--- src/rtl/clk_mux_monitor_pkg.sv ---
// Shared types and constants for the clock-mux output monitor.
//   state_t          : monitor FSM states (IDLE/HIGH/LOW/STOP)
//   SRC_*            : 2-bit source-detect codes
//   classify_period  : maps a measured period onto a source code
package clk_mux_monitor_pkg;

    typedef enum logic [1:0] {
        IDLE = 2'd0,
        HIGH = 2'd1,
        LOW  = 2'd2,
        STOP = 2'd3
    } state_t;

    localparam logic [1:0] SRC_UNKNOWN = 2'b00;
    localparam logic [1:0] SRC_1       = 2'b01;
    localparam logic [1:0] SRC_2       = 2'b10;
    localparam logic [1:0] SRC_OOR     = 2'b11;

    // Source 1 window is tested first, so overlapping windows resolve to SRC_1.
    function automatic logic [1:0] classify_period(
        input logic [31:0] p,
        input logic [31:0] p1_min,
        input logic [31:0] p1_max,
        input logic [31:0] p2_min,
        input logic [31:0] p2_max
    );
        logic [1:0] src;
        src = SRC_OOR;
        if (p >= p1_min && p <= p1_max) begin
            src = SRC_1;
        end else if (p >= p2_min && p <= p2_max) begin
            src = SRC_2;
        end
        return src;
    endfunction

endpackage

--- src/rtl/clk_mux_monitor_cdc_sync_bit.sv ---
// cdc_sync_bit: single-bit multi-flop synchronizer with async active-low reset.
// Ports:
//   clk   : destination clock
//   rst_n : asynchronous active-low reset (chain clears to 0)
//   d     : asynchronous input bit
//   q     : synchronized output, STAGES clk edges after d settles
// Parameters:
//   STAGES : number of flops in the chain (2 or more)
module cdc_sync_bit #(
    parameter int STAGES = 2
) (
    input  logic clk,
    input  logic rst_n,
    input  logic d,
    output logic q
);

    logic [STAGES-1:0] chain;

    always_ff @(posedge clk or negedge rst_n) begin
        if (!rst_n) begin
            chain <= '0;
        end else begin
            chain <= {chain[STAGES-2:0], d};
        end
    end

    assign q = chain[STAGES-1];

endmodule

--- src/rtl/clk_mux_monitor.sv ---
// clk_mux_monitor: receiving-end checker for a glitch-free clock multiplexer.
// Samples the muxed clock as asynchronous data in the clk domain, measures its
// period and phases, identifies the selected source and flags runt pulses,
// a stopped clock and a select mismatch.
//
// Optional feature macro: GLITCH_CAPTURE_EN adds glitch_cnt / glitch_len.
//
// Ports:
//   clk        in   system clock
//   rst_n      in   asynchronous active-low reset
//   mon_in     in   muxed clock under test (asynchronous)
//   exp_sel    in   expected select, 0 = source 1, 1 = source 2
//   clr        in   synchronous pulse, clears glitch/mismatch (and glitch_cnt)
//   period     out  last valid measured period in clk cycles
//   period_vld out  one-cycle strobe when period/src_det update
//   src_det    out  00 unknown, 01 source 1, 10 source 2, 11 out of range
//   glitch     out  sticky runt-pulse flag
//   stopped    out  level, no edge seen for TIMEOUT cycles
//   mismatch   out  sticky, src_det valid and disagrees with exp_sel
//   glitch_cnt out  (GLITCH_CAPTURE_EN) saturating runt count
//   glitch_len out  (GLITCH_CAPTURE_EN) phase length of the latest runt
//   fsm_state  out  current FSM state, for observation
//
// Output protocol: period_vld is a pure valid strobe with no ready; period and
// src_det are stable from the strobe until the next strobe (src_det also drops
// to 00 when the clock stops). There is no backpressure.
module clk_mux_monitor
    import clk_mux_monitor_pkg::*;
#(
    parameter int SYNC_STAGES = 2,
    parameter int CNT_W       = 16,
    parameter int MIN_PHASE   = 3,
    parameter int TIMEOUT     = 1024,
    parameter int P1_MIN      = 18,
    parameter int P1_MAX      = 22,
    parameter int P2_MIN      = 36,
    parameter int P2_MAX      = 44
) (
    input  logic             clk,
    input  logic             rst_n,
    input  logic             mon_in,
    input  logic             exp_sel,
    input  logic             clr,
    output logic [CNT_W-1:0] period,
    output logic             period_vld,
    output logic [1:0]       src_det,
    output logic             glitch,
    output logic             stopped,
    output logic             mismatch,
`ifdef GLITCH_CAPTURE_EN
    output logic [7:0]       glitch_cnt,
    output logic [CNT_W-1:0] glitch_len,
`endif
    output logic [1:0]       fsm_state
);

    localparam logic [CNT_W-1:0] MIN_PHASE_C = CNT_W'(MIN_PHASE);
    localparam logic [CNT_W-1:0] TIMEOUT_C   = CNT_W'(TIMEOUT);
    localparam logic [CNT_W-1:0] CNT_ONE     = CNT_W'(1);

    // ------------------------------------------------------------------
    // Input synchronization and edge detection
    // ------------------------------------------------------------------
    logic               mon_sync;
    logic               mon_d;
    logic [SYNC_STAGES:0] settle;
    logic               settled;
    logic               rise;
    logic               fall;
    logic               any_edge;

    cdc_sync_bit #(
        .STAGES(SYNC_STAGES)
    ) u_sync (
        .clk   (clk),
        .rst_n (rst_n),
        .d     (mon_in),
        .q     (mon_sync)
    );

    // The sync chain and mon_d leave reset at 0 regardless of mon_in. If the
    // clock is high when reset releases, that would look like a rise and the
    // first measured period would be partial. Edges are masked until the whole
    // pipeline has been refilled from the real input.
    always_ff @(posedge clk or negedge rst_n) begin
        if (!rst_n) begin
            mon_d  <= 1'b0;
            settle <= '0;
        end else begin
            mon_d  <= mon_sync;
            settle <= {settle[SYNC_STAGES-1:0], 1'b1};
        end
    end

    assign settled  = settle[SYNC_STAGES];
    assign rise     = settled &  mon_sync & ~mon_d;
    assign fall     = settled & ~mon_sync &  mon_d;
    assign any_edge = rise | fall;

    // ------------------------------------------------------------------
    // Phase and period counters (saturating)
    // ------------------------------------------------------------------
    logic [CNT_W-1:0] ph_cnt;
    logic [CNT_W-1:0] per_cnt;
    logic             short_phase;
    logic             timeout_hit;

    always_ff @(posedge clk or negedge rst_n) begin
        if (!rst_n) begin
            ph_cnt  <= '0;
            per_cnt <= '0;
        end else begin
            if (any_edge) begin
                ph_cnt <= CNT_ONE;
            end else if (ph_cnt != '1) begin
                ph_cnt <= ph_cnt + CNT_ONE;
            end
            if (rise) begin
                per_cnt <= CNT_ONE;
            end else if (per_cnt != '1) begin
                per_cnt <= per_cnt + CNT_ONE;
            end
        end
    end

    assign short_phase = (ph_cnt < MIN_PHASE_C);
    // An edge in the same cycle takes priority over the timeout.
    assign timeout_hit = (ph_cnt == TIMEOUT_C) && !any_edge;

    // ------------------------------------------------------------------
    // FSM
    // ------------------------------------------------------------------
    state_t state;
    state_t next_state;
    logic   discard;
    logic   discard_next;
    logic   glitch_set;
    logic   report;
    logic   stop_set;
    logic   stop_clr;

    always_ff @(posedge clk or negedge rst_n) begin
        if (!rst_n) begin
            state   <= IDLE;
            discard <= 1'b0;
        end else begin
            state   <= next_state;
            discard <= discard_next;
        end
    end

    always_comb begin
        next_state   = state;
        discard_next = discard;
        glitch_set   = 1'b0;
        report       = 1'b0;
        stop_set     = 1'b0;
        stop_clr     = 1'b0;
        unique case (state)
            IDLE: begin
                // The partial cycle before the first rise is never measured.
                if (rise) begin
                    next_state   = HIGH;
                    discard_next = 1'b0;
                end else if (timeout_hit) begin
                    next_state = STOP;
                    stop_set   = 1'b1;
                end
            end
            HIGH: begin
                if (fall) begin
                    if (short_phase) begin
                        glitch_set   = 1'b1;
                        discard_next = 1'b1;
                    end
                    next_state = LOW;
                end else if (timeout_hit) begin
                    next_state = STOP;
                    stop_set   = 1'b1;
                end
            end
            LOW: begin
                if (rise) begin
                    if (short_phase) begin
                        glitch_set = 1'b1;
                    end else if (!discard) begin
                        report = 1'b1;
                    end
                    discard_next = 1'b0;
                    next_state   = HIGH;
                end else if (timeout_hit) begin
                    next_state = STOP;
                    stop_set   = 1'b1;
                end
            end
            STOP: begin
                // The period that straddles the restart is not trustworthy.
                if (rise) begin
                    next_state   = HIGH;
                    discard_next = 1'b1;
                    stop_clr     = 1'b1;
                end
            end
            default: begin
                next_state = IDLE;
            end
        endcase
    end

    assign fsm_state = state;

    // ------------------------------------------------------------------
    // Outputs
    // ------------------------------------------------------------------
    logic mismatch_set;

    // Evaluated one cycle after the strobe, once src_det holds the new code.
    assign mismatch_set = period_vld
                       && (src_det == SRC_1 || src_det == SRC_2)
                       && (src_det != {exp_sel, ~exp_sel});

    always_ff @(posedge clk or negedge rst_n) begin
        if (!rst_n) begin
            period     <= '0;
            period_vld <= 1'b0;
            src_det    <= SRC_UNKNOWN;
            stopped    <= 1'b0;
            glitch     <= 1'b0;
            mismatch   <= 1'b0;
        end else begin
            period_vld <= report;
            if (report) begin
                period  <= per_cnt;
                src_det <= classify_period(32'(per_cnt), 32'(P1_MIN), 32'(P1_MAX),
                                           32'(P2_MIN), 32'(P2_MAX));
            end else if (stop_set) begin
                src_det <= SRC_UNKNOWN;
            end

            if (stop_set) begin
                stopped <= 1'b1;
            end else if (stop_clr) begin
                stopped <= 1'b0;
            end

            // Setting takes priority over a coincident clear.
            if (glitch_set) begin
                glitch <= 1'b1;
            end else if (clr) begin
                glitch <= 1'b0;
            end

            if (mismatch_set) begin
                mismatch <= 1'b1;
            end else if (clr) begin
                mismatch <= 1'b0;
            end
        end
    end

`ifdef GLITCH_CAPTURE_EN
    always_ff @(posedge clk or negedge rst_n) begin
        if (!rst_n) begin
            glitch_cnt <= '0;
            glitch_len <= '0;
        end else begin
            if (glitch_set) begin
                glitch_len <= ph_cnt;
                // A coincident clear restarts the count at this runt.
                if (clr) begin
                    glitch_cnt <= 8'd1;
                end else if (glitch_cnt != 8'hFF) begin
                    glitch_cnt <= glitch_cnt + 8'd1;
                end
            end else if (clr) begin
                glitch_cnt <= '0;
            end
        end
    end
`endif

endmodule

--- config.mk ---
export PLATFORM = sky130hd
export DESIGN_NAME = clk_mux_monitor
export DESIGN_NICKNAME = d
export VERILOG_FILES = /design/src/rtl/clk_mux_monitor_pkg.sv /design/src/rtl/clk_mux_monitor_cdc_sync_bit.sv /design/src/rtl/clk_mux_monitor.sv
export SDC_FILE = /design/constraint.sdc
export NUM_CORES = 1
export LEC_CHECK = 0
export BUFFER_PORTS_ARGS = -buffer_cell sky130_fd_sc_hd__buf_2
export CORE_ASPECT_RATIO = 0.5
export CORE_MARGIN = 2
export CORE_UTILIZATION = 50
export CTS_BUF_LIST = sky130_fd_sc_hd__clkbuf_4 sky130_fd_sc_hd__clkbuf_8
export CTS_CLUSTER_DIAMETER = 80
export DETAILED_ROUTE_END_ITERATION = 6
export PLACE_DENSITY = 0.69
export REMOVE_ABC_BUFFERS = 1
export SLEW_MARGIN = 15
export SYNTH_ARGS = -nofsm -noshare
export SYNTH_HDL_FRONTEND = slang
export SYNTH_HIERARCHICAL = 1
export SYNTH_SLANG_ARGS = --single-unit
export TNS_END_PERCENT = 50
--- constraint.sdc ---
create_clock -name clk -period 2.58 [get_ports clk]
set_input_delay 0.387 -clock clk [delete_from_list [all_inputs] [get_ports clk]]
set_output_delay 0.387 -clock clk [all_outputs]
set_load 0.01 [all_outputs]
After elaboration in Yosys (flattened, before gate mapping). Cells that the tools add are included.

Bits in registers: 63. Input port bits: 5. Output and inout bits: 24. Word-level logic and storage cells: 94.

Add/sub/neg operators: 2. $lt $le $gt $ge: 5. Eq/ne operators: 13. Muxes and demuxes: 37. Bitwise gates (word level): 8. Reduce and logical (&&, ||, !) cells: 16.

Operator list (number): 16-bit 2-to-1 mux (4); 16-bit by 1-bit adder with 16-bit output (second input constant) (2); 16-bit != test (second input constant) (2); 1-bit 2-to-1 mux (22); 16-bit by 11-bit equality test with 1-bit output (second input constant) (1); 16-bit by 5-bit greater-or-equal comparator with 1-bit output (second input constant) (1); 16-bit by 6-bit greater-or-equal comparator with 1-bit output (second input constant) (1); 16-bit by 5-bit less-or-equal comparator with 1-bit output (second input constant) (1); 16-bit by 6-bit less-or-equal comparator with 1-bit output (second input constant) (1); 16-bit by 2-bit < comparator with 1-bit output (second input constant) (1); 2-bit 2-to-1 mux (7); 2-bit nonzero test (6); 2-bit equality test (second input constant) (3); 2-bit != test (second input constant) (3); 2-bit case mux with 3 select lines (1); 1-bit logical AND (5); 1-bit bitwise AND (4); 2-bit by 1-bit equality test with 1-bit output (second input constant) (2); 1-bit case mux with 2 select lines (2); 4-bit AND reduction (1); 1-bit NOT (3); 1-bit case mux with 3 select lines (1); 2-bit logical NOT (1); 2-bit by 1-bit != test with 1-bit output (second input constant) (1); 5 further kinds (5).

Logic depth before layout (Yosys ltp).
Depth in word-level cells: 11. Depth in mapped cells: 7. Depth with buffers taken out: 6.

By module. Netlist, hierarchy kept.

Modules (own cells, without submodules): clk_mux_monitor (times used 1, cells each 326, area an instance 3288.2 um^2, sequential area each 1526.5 um^2); cdc_sync_bit (times used 1, cells each 2, area an instance 50.0 um^2, sequential area each 50.0 um^2).

Worst setup path before layout. Ideal clock, no wire load.

Kind: register to register. Start point: register ph_cnt[0]. End point: register ph_cnt[14]. Library setup time: 78 ps. Arrival time: 1799 ps. Required time: 2502 ps. Slack: 703 ps. Cell stages (with the launch flop): 7. Path buffers: 1. Path through: dfrtp_1 -> ha_1 -> clkbuf_1 -> nand2_1 -> or4_4 -> or3_1 -> a21oi_1.

Longest elaborated chain between the ends: 3. Elaborated cells on any way between the ends: 5. Classes of those cells: add/sub (1); eq/ne (1); mux (2); reduce/logical (1).

RTL lines: start: declaration (RTL line clk_mux_monitor.sv:103) `logic [CNT_W-1:0] ph_cnt;`; start signal: assignment (RTL line clk_mux_monitor.sv:116) `ph_cnt <= ph_cnt + CNT_ONE;`; 16-bit by 1-bit adder with 16-bit output (RTL line clk_mux_monitor.sv:116); 16-bit 2-to-1 mux (RTL line clk_mux_monitor.sv:115) `end else if (ph_cnt != '1) begin`; 16-bit 2-to-1 mux (RTL line clk_mux_monitor.sv:113) `if (any_edge) begin`.

Parallel ways exist; a longest one is shown, timed or not. The select of a mux whose other input is x is not followed. A chain may end at the register's enable or synchronous reset.

Worst setup path in the final report.
Start point: register per_cnt[1]. End point: register per_cnt[12].

Longest elaborated chain between the ends: 3. Elaborated cells on any way between the ends: 5. Classes of those cells: add/sub (1); eq/ne (1); mux (2); reduce/logical (1).

RTL lines: start: declaration (RTL line clk_mux_monitor.sv:104) `logic [CNT_W-1:0] per_cnt;`; start signal: assignment (RTL line clk_mux_monitor.sv:121) `per_cnt <= per_cnt + CNT_ONE;`; 16-bit by 1-bit adder with 16-bit output (RTL line clk_mux_monitor.sv:121); 16-bit 2-to-1 mux (RTL line clk_mux_monitor.sv:120) `end else if (per_cnt != '1) begin`; 16-bit 2-to-1 mux (RTL line clk_mux_monitor.sv:118) `if (rise) begin`.

Parallel ways exist; a longest one is shown, timed or not. The select of a mux whose other input is x is not followed.

==> flow_summary_export.csv <==
group,metric,value,unit
status,outcome,"finished, final reports clean",
place,gp_congestion,0.9441,
min_path,hold_path.class,"input pin to async pin",
clocking,max-clock-path-buffers,2,
cells_and_area,instances_no_fill,451,
floorplan,die_y,61.78,µm
global_routing,gr-max-usage-layer,"met2",
worst_setup_path,worst_setup_path_start_kind,"flop",
global_routing,met1_usage,26.90,%
clocking,root_buffer,"clkbuf_8",
sta,post-route-period-util,84.47,%
clocking,cts.repair.resized,0,
global_routing,grt_pass1_wl,12060,µm
route,drt_iter0_markers,182,
route,ant_nets,0,
place,place_ws,0.4451,ns
yosys,yosysWarnings,6,
clocking,numCtsBuffers,9,
worst_setup_path,worstPathRequired,2.83,ns
place,placedCellCount,436,
clocking,tritoncts,"yes",
place,io_buffers,28,
floorplan,die_area,0.007386,mm²
yosys,ys_seq_area_share,47.23,%
power_and_ir_drop,power.total,0.002274,W
yosys,ys_ff_latch,63,
cells_and_area,nets,375,
sta,fin_skew,0.008533,ns
cells_and_area,areaGrowthSynthToFinish,11.73,%
sta,fin_crit,2.179,ns
sta,setup-violations-final,0,
worst_setup_path,critPathArrivalTime,2.43,ns
clocking,cts_setup_buffers,0,
floorplan,io_pins,29,
floorplan,die-width,119.6,µm
clocking,htreeDepth,3,
worst_setup_path,setup.worst_path.end_class,"flop",
route,drtPass1Iterations,4,
global_routing,antenna_found_initial,0,
global_routing,track_usage,21.50,%
sta,clock.fmax,0.4588,GHz
yosys,syn_area,0.003338,mm²
sta,maxSlewHeadroom,45.47,%
yosys,synth_edf_count,0,
yosys,avgSynthCellArea,10.18,µm²
route,routed_wl,6988,µm
place,post-dp-hpwl,4932,µm
global_routing,grt_max_degree,31,
route,drc_errors,0,
clocking,clock-sinks,63,
cells_and_area,final_layout_size_suffix_gt1_share,17.08,%
power_and_ir_drop,max-vdd-ir-drop,0.2997,mV
yosys,async_reset_ff_share,100.0,%
floorplan,floorplan.initialDensity,53.36,%
clocking,postCtsHoldBufs,0,
power_and_ir_drop,p_leak,1.693,nW
sta,hold_violations,0,
clocking,clk_pin_slew_worst_paths,0.07,ns
global_routing,grt-ovfl-total,0,
global_routing,grt_util_met3,8.485,%
cells_and_area,utilization,59.62,%
sta,timing.setup.tns,0,ns
cells_and_area,n_antenna_cell,0,
global_routing,globalRouteMet2Util,35.76,%
yosys,syn_inst,328,
sta,rsz0062_at_grt,"false",
floorplan,rows,20,
yosys,synth.distinct_cells,55,
sta,final_max_slew_viol_count,0,
sta,worst_slack,0.4006,ns
route,drt-wirelength-per-cell,15.49,µm
route,num_vias,2631,
clocking,clk_latency,0.35,ns
worst_setup_path,critPathKind,"flop to flop",
worst_setup_path,crit_fanout,10,
power_and_ir_drop,power_density,609.6,mW/mm²
global_routing,grt_pass1_vias,2570,
sta,worst_pin_slew,0.8175,ns
yosys,synthFlopType,"dfrtp_1",
floorplan,core_area,0.006256,mm²
flow_run,maxCapViolCount,0,
route,vias_per_cell,5.834,
per-layer routing:
layer / up-vias / part of all wire (%)
met5: - / 0
li1: 1297 / -
met2: 56 / 46
met4: 0 / 1.3
met1: 1268 / 47
met3: 10 / 5.6
metrics by stage:
step / hold WS [ns] / cell area, µm²
global placement: 0.3344 / 3562
floorplan: 0.09141 / 3267
CTS: 0.08461 / 3730
detailed placement: 0.3347 / 3562
global route: 0.1195 / 3730
finish: 0.07760 / 3730
cells by family after synthesis:
kind of cell,Yosys count,share of synthesized area [%]
AO/OA/AOI/OAI,76,15.22
XOR/XNOR,2,0.5248
adder cells (fa/ha/maj),11,4.123
buffers and inverters,25,3.373
flip-flops,63,47.23
multiplexers,23,8.284
other,1,0.1123
AND/OR/NAND/NOR,127,21.14
power by group:
group	total, W	switching, W	internal (W)
Sequential	0.00119	0.000126	0.00106
Combinational	0.000341	0.000207	0.000133
Clock	0.000743	0.000369	0.000374
Total	0.00227	0.000702	0.00157
synth_stat cells, types with 3 or more instances:
cell	count	area, µm²
mux2i_1	7	70.07
a211oi_1	4	30.03
ha_1	11	137.6
nand4_1	7	43.79
o21ai_1	7	35.03
nor4_2	3	37.54
nor2_1	14	52.55
nor3_1	16	80.08
clkbuf_1	9	33.78
or3_1	7	43.79
a21oi_1	13	65.06
nand3b_1	4	30.03
a2111o_1	7	78.83
dfrtp_1	63	1577
nand3_1	16	80.08
mux2_4	7	105.1
and3_1	7	43.79
nor4_1	8	50.05
and4_1	3	26.28
nand2b_1	4	25.02
nand2_1	27	101.4
o21ai_0	17	85.08
buf_2	3	15.01
mux2_1	9	101.4
inv_1	11	41.29
a31oi_1	10	62.56
path summary, 6_finish.rpt:
path / start / end / slack (ns) / depth (start not counted)
setup reg to reg: per_cnt[1] / per_cnt[12] / 0.40 / 5
hold / removal: rst_n / per_cnt[10] / 0.08 / 1
max in group asynchronous: rst_n / discard / 1.81 / 2
hold reg to reg: settle[0] / settle[1] / 0.35 / 0
min in group clk: mon_in / u_sync/chain[0] / 0.15 / 1
setup / recovery: per_cnt[1] / per_cnt[12] / 0.40 / 5
final cells by class:
class	instances	area, µm²
Clock buffer	11	145.1
Timing Repair Buffer	34	185.2
Multi-Input combinational cell	240	1649
Fill cell	535	2526
Tap cell	88	110.1
Clock inverter	4	22.52
Sequential cell	63	1577
Inverter	11	41.29
registers in the layout, indices dropped and copies added (netlist names):
signal	count
glitch	1
settle	3
per_cnt	16
u_sync/chain	2
discard	1
stopped	1
src_det	2
mismatch	1
fsm_state	2
period	16
mon_d	1
ph_cnt	16
period_vld	1
worst max-delay path, stage by stage, from the launching register on:
cell	delay [ns]
dfrtp_1	0.46
ha_1	0.25
nand4_1	0.31
nor3_2	0.64
a31oi_1	0.16
a211oi_1	0.26
placed cells by master (no fill, tap or decap), types with 7 or more instances in the layout:
cell type and instances:
and3_1 7, mux2_1 9, mux2i_1 7, a31oi_1 10
nor3_1 16, nand3_1 16, clkbuf_8 10, nand4_1 7
o21ai_0 17, mux2_4 7, nand2_1 27, a2111o_1 7
buf_2 28, inv_1 11, dfrtp_1 63, nor2_1 14
or3_1 7, nor4_1 8, ha_1 11, o21ai_1 7
a21oi_1 13
(Power assumes the default switching activity.)
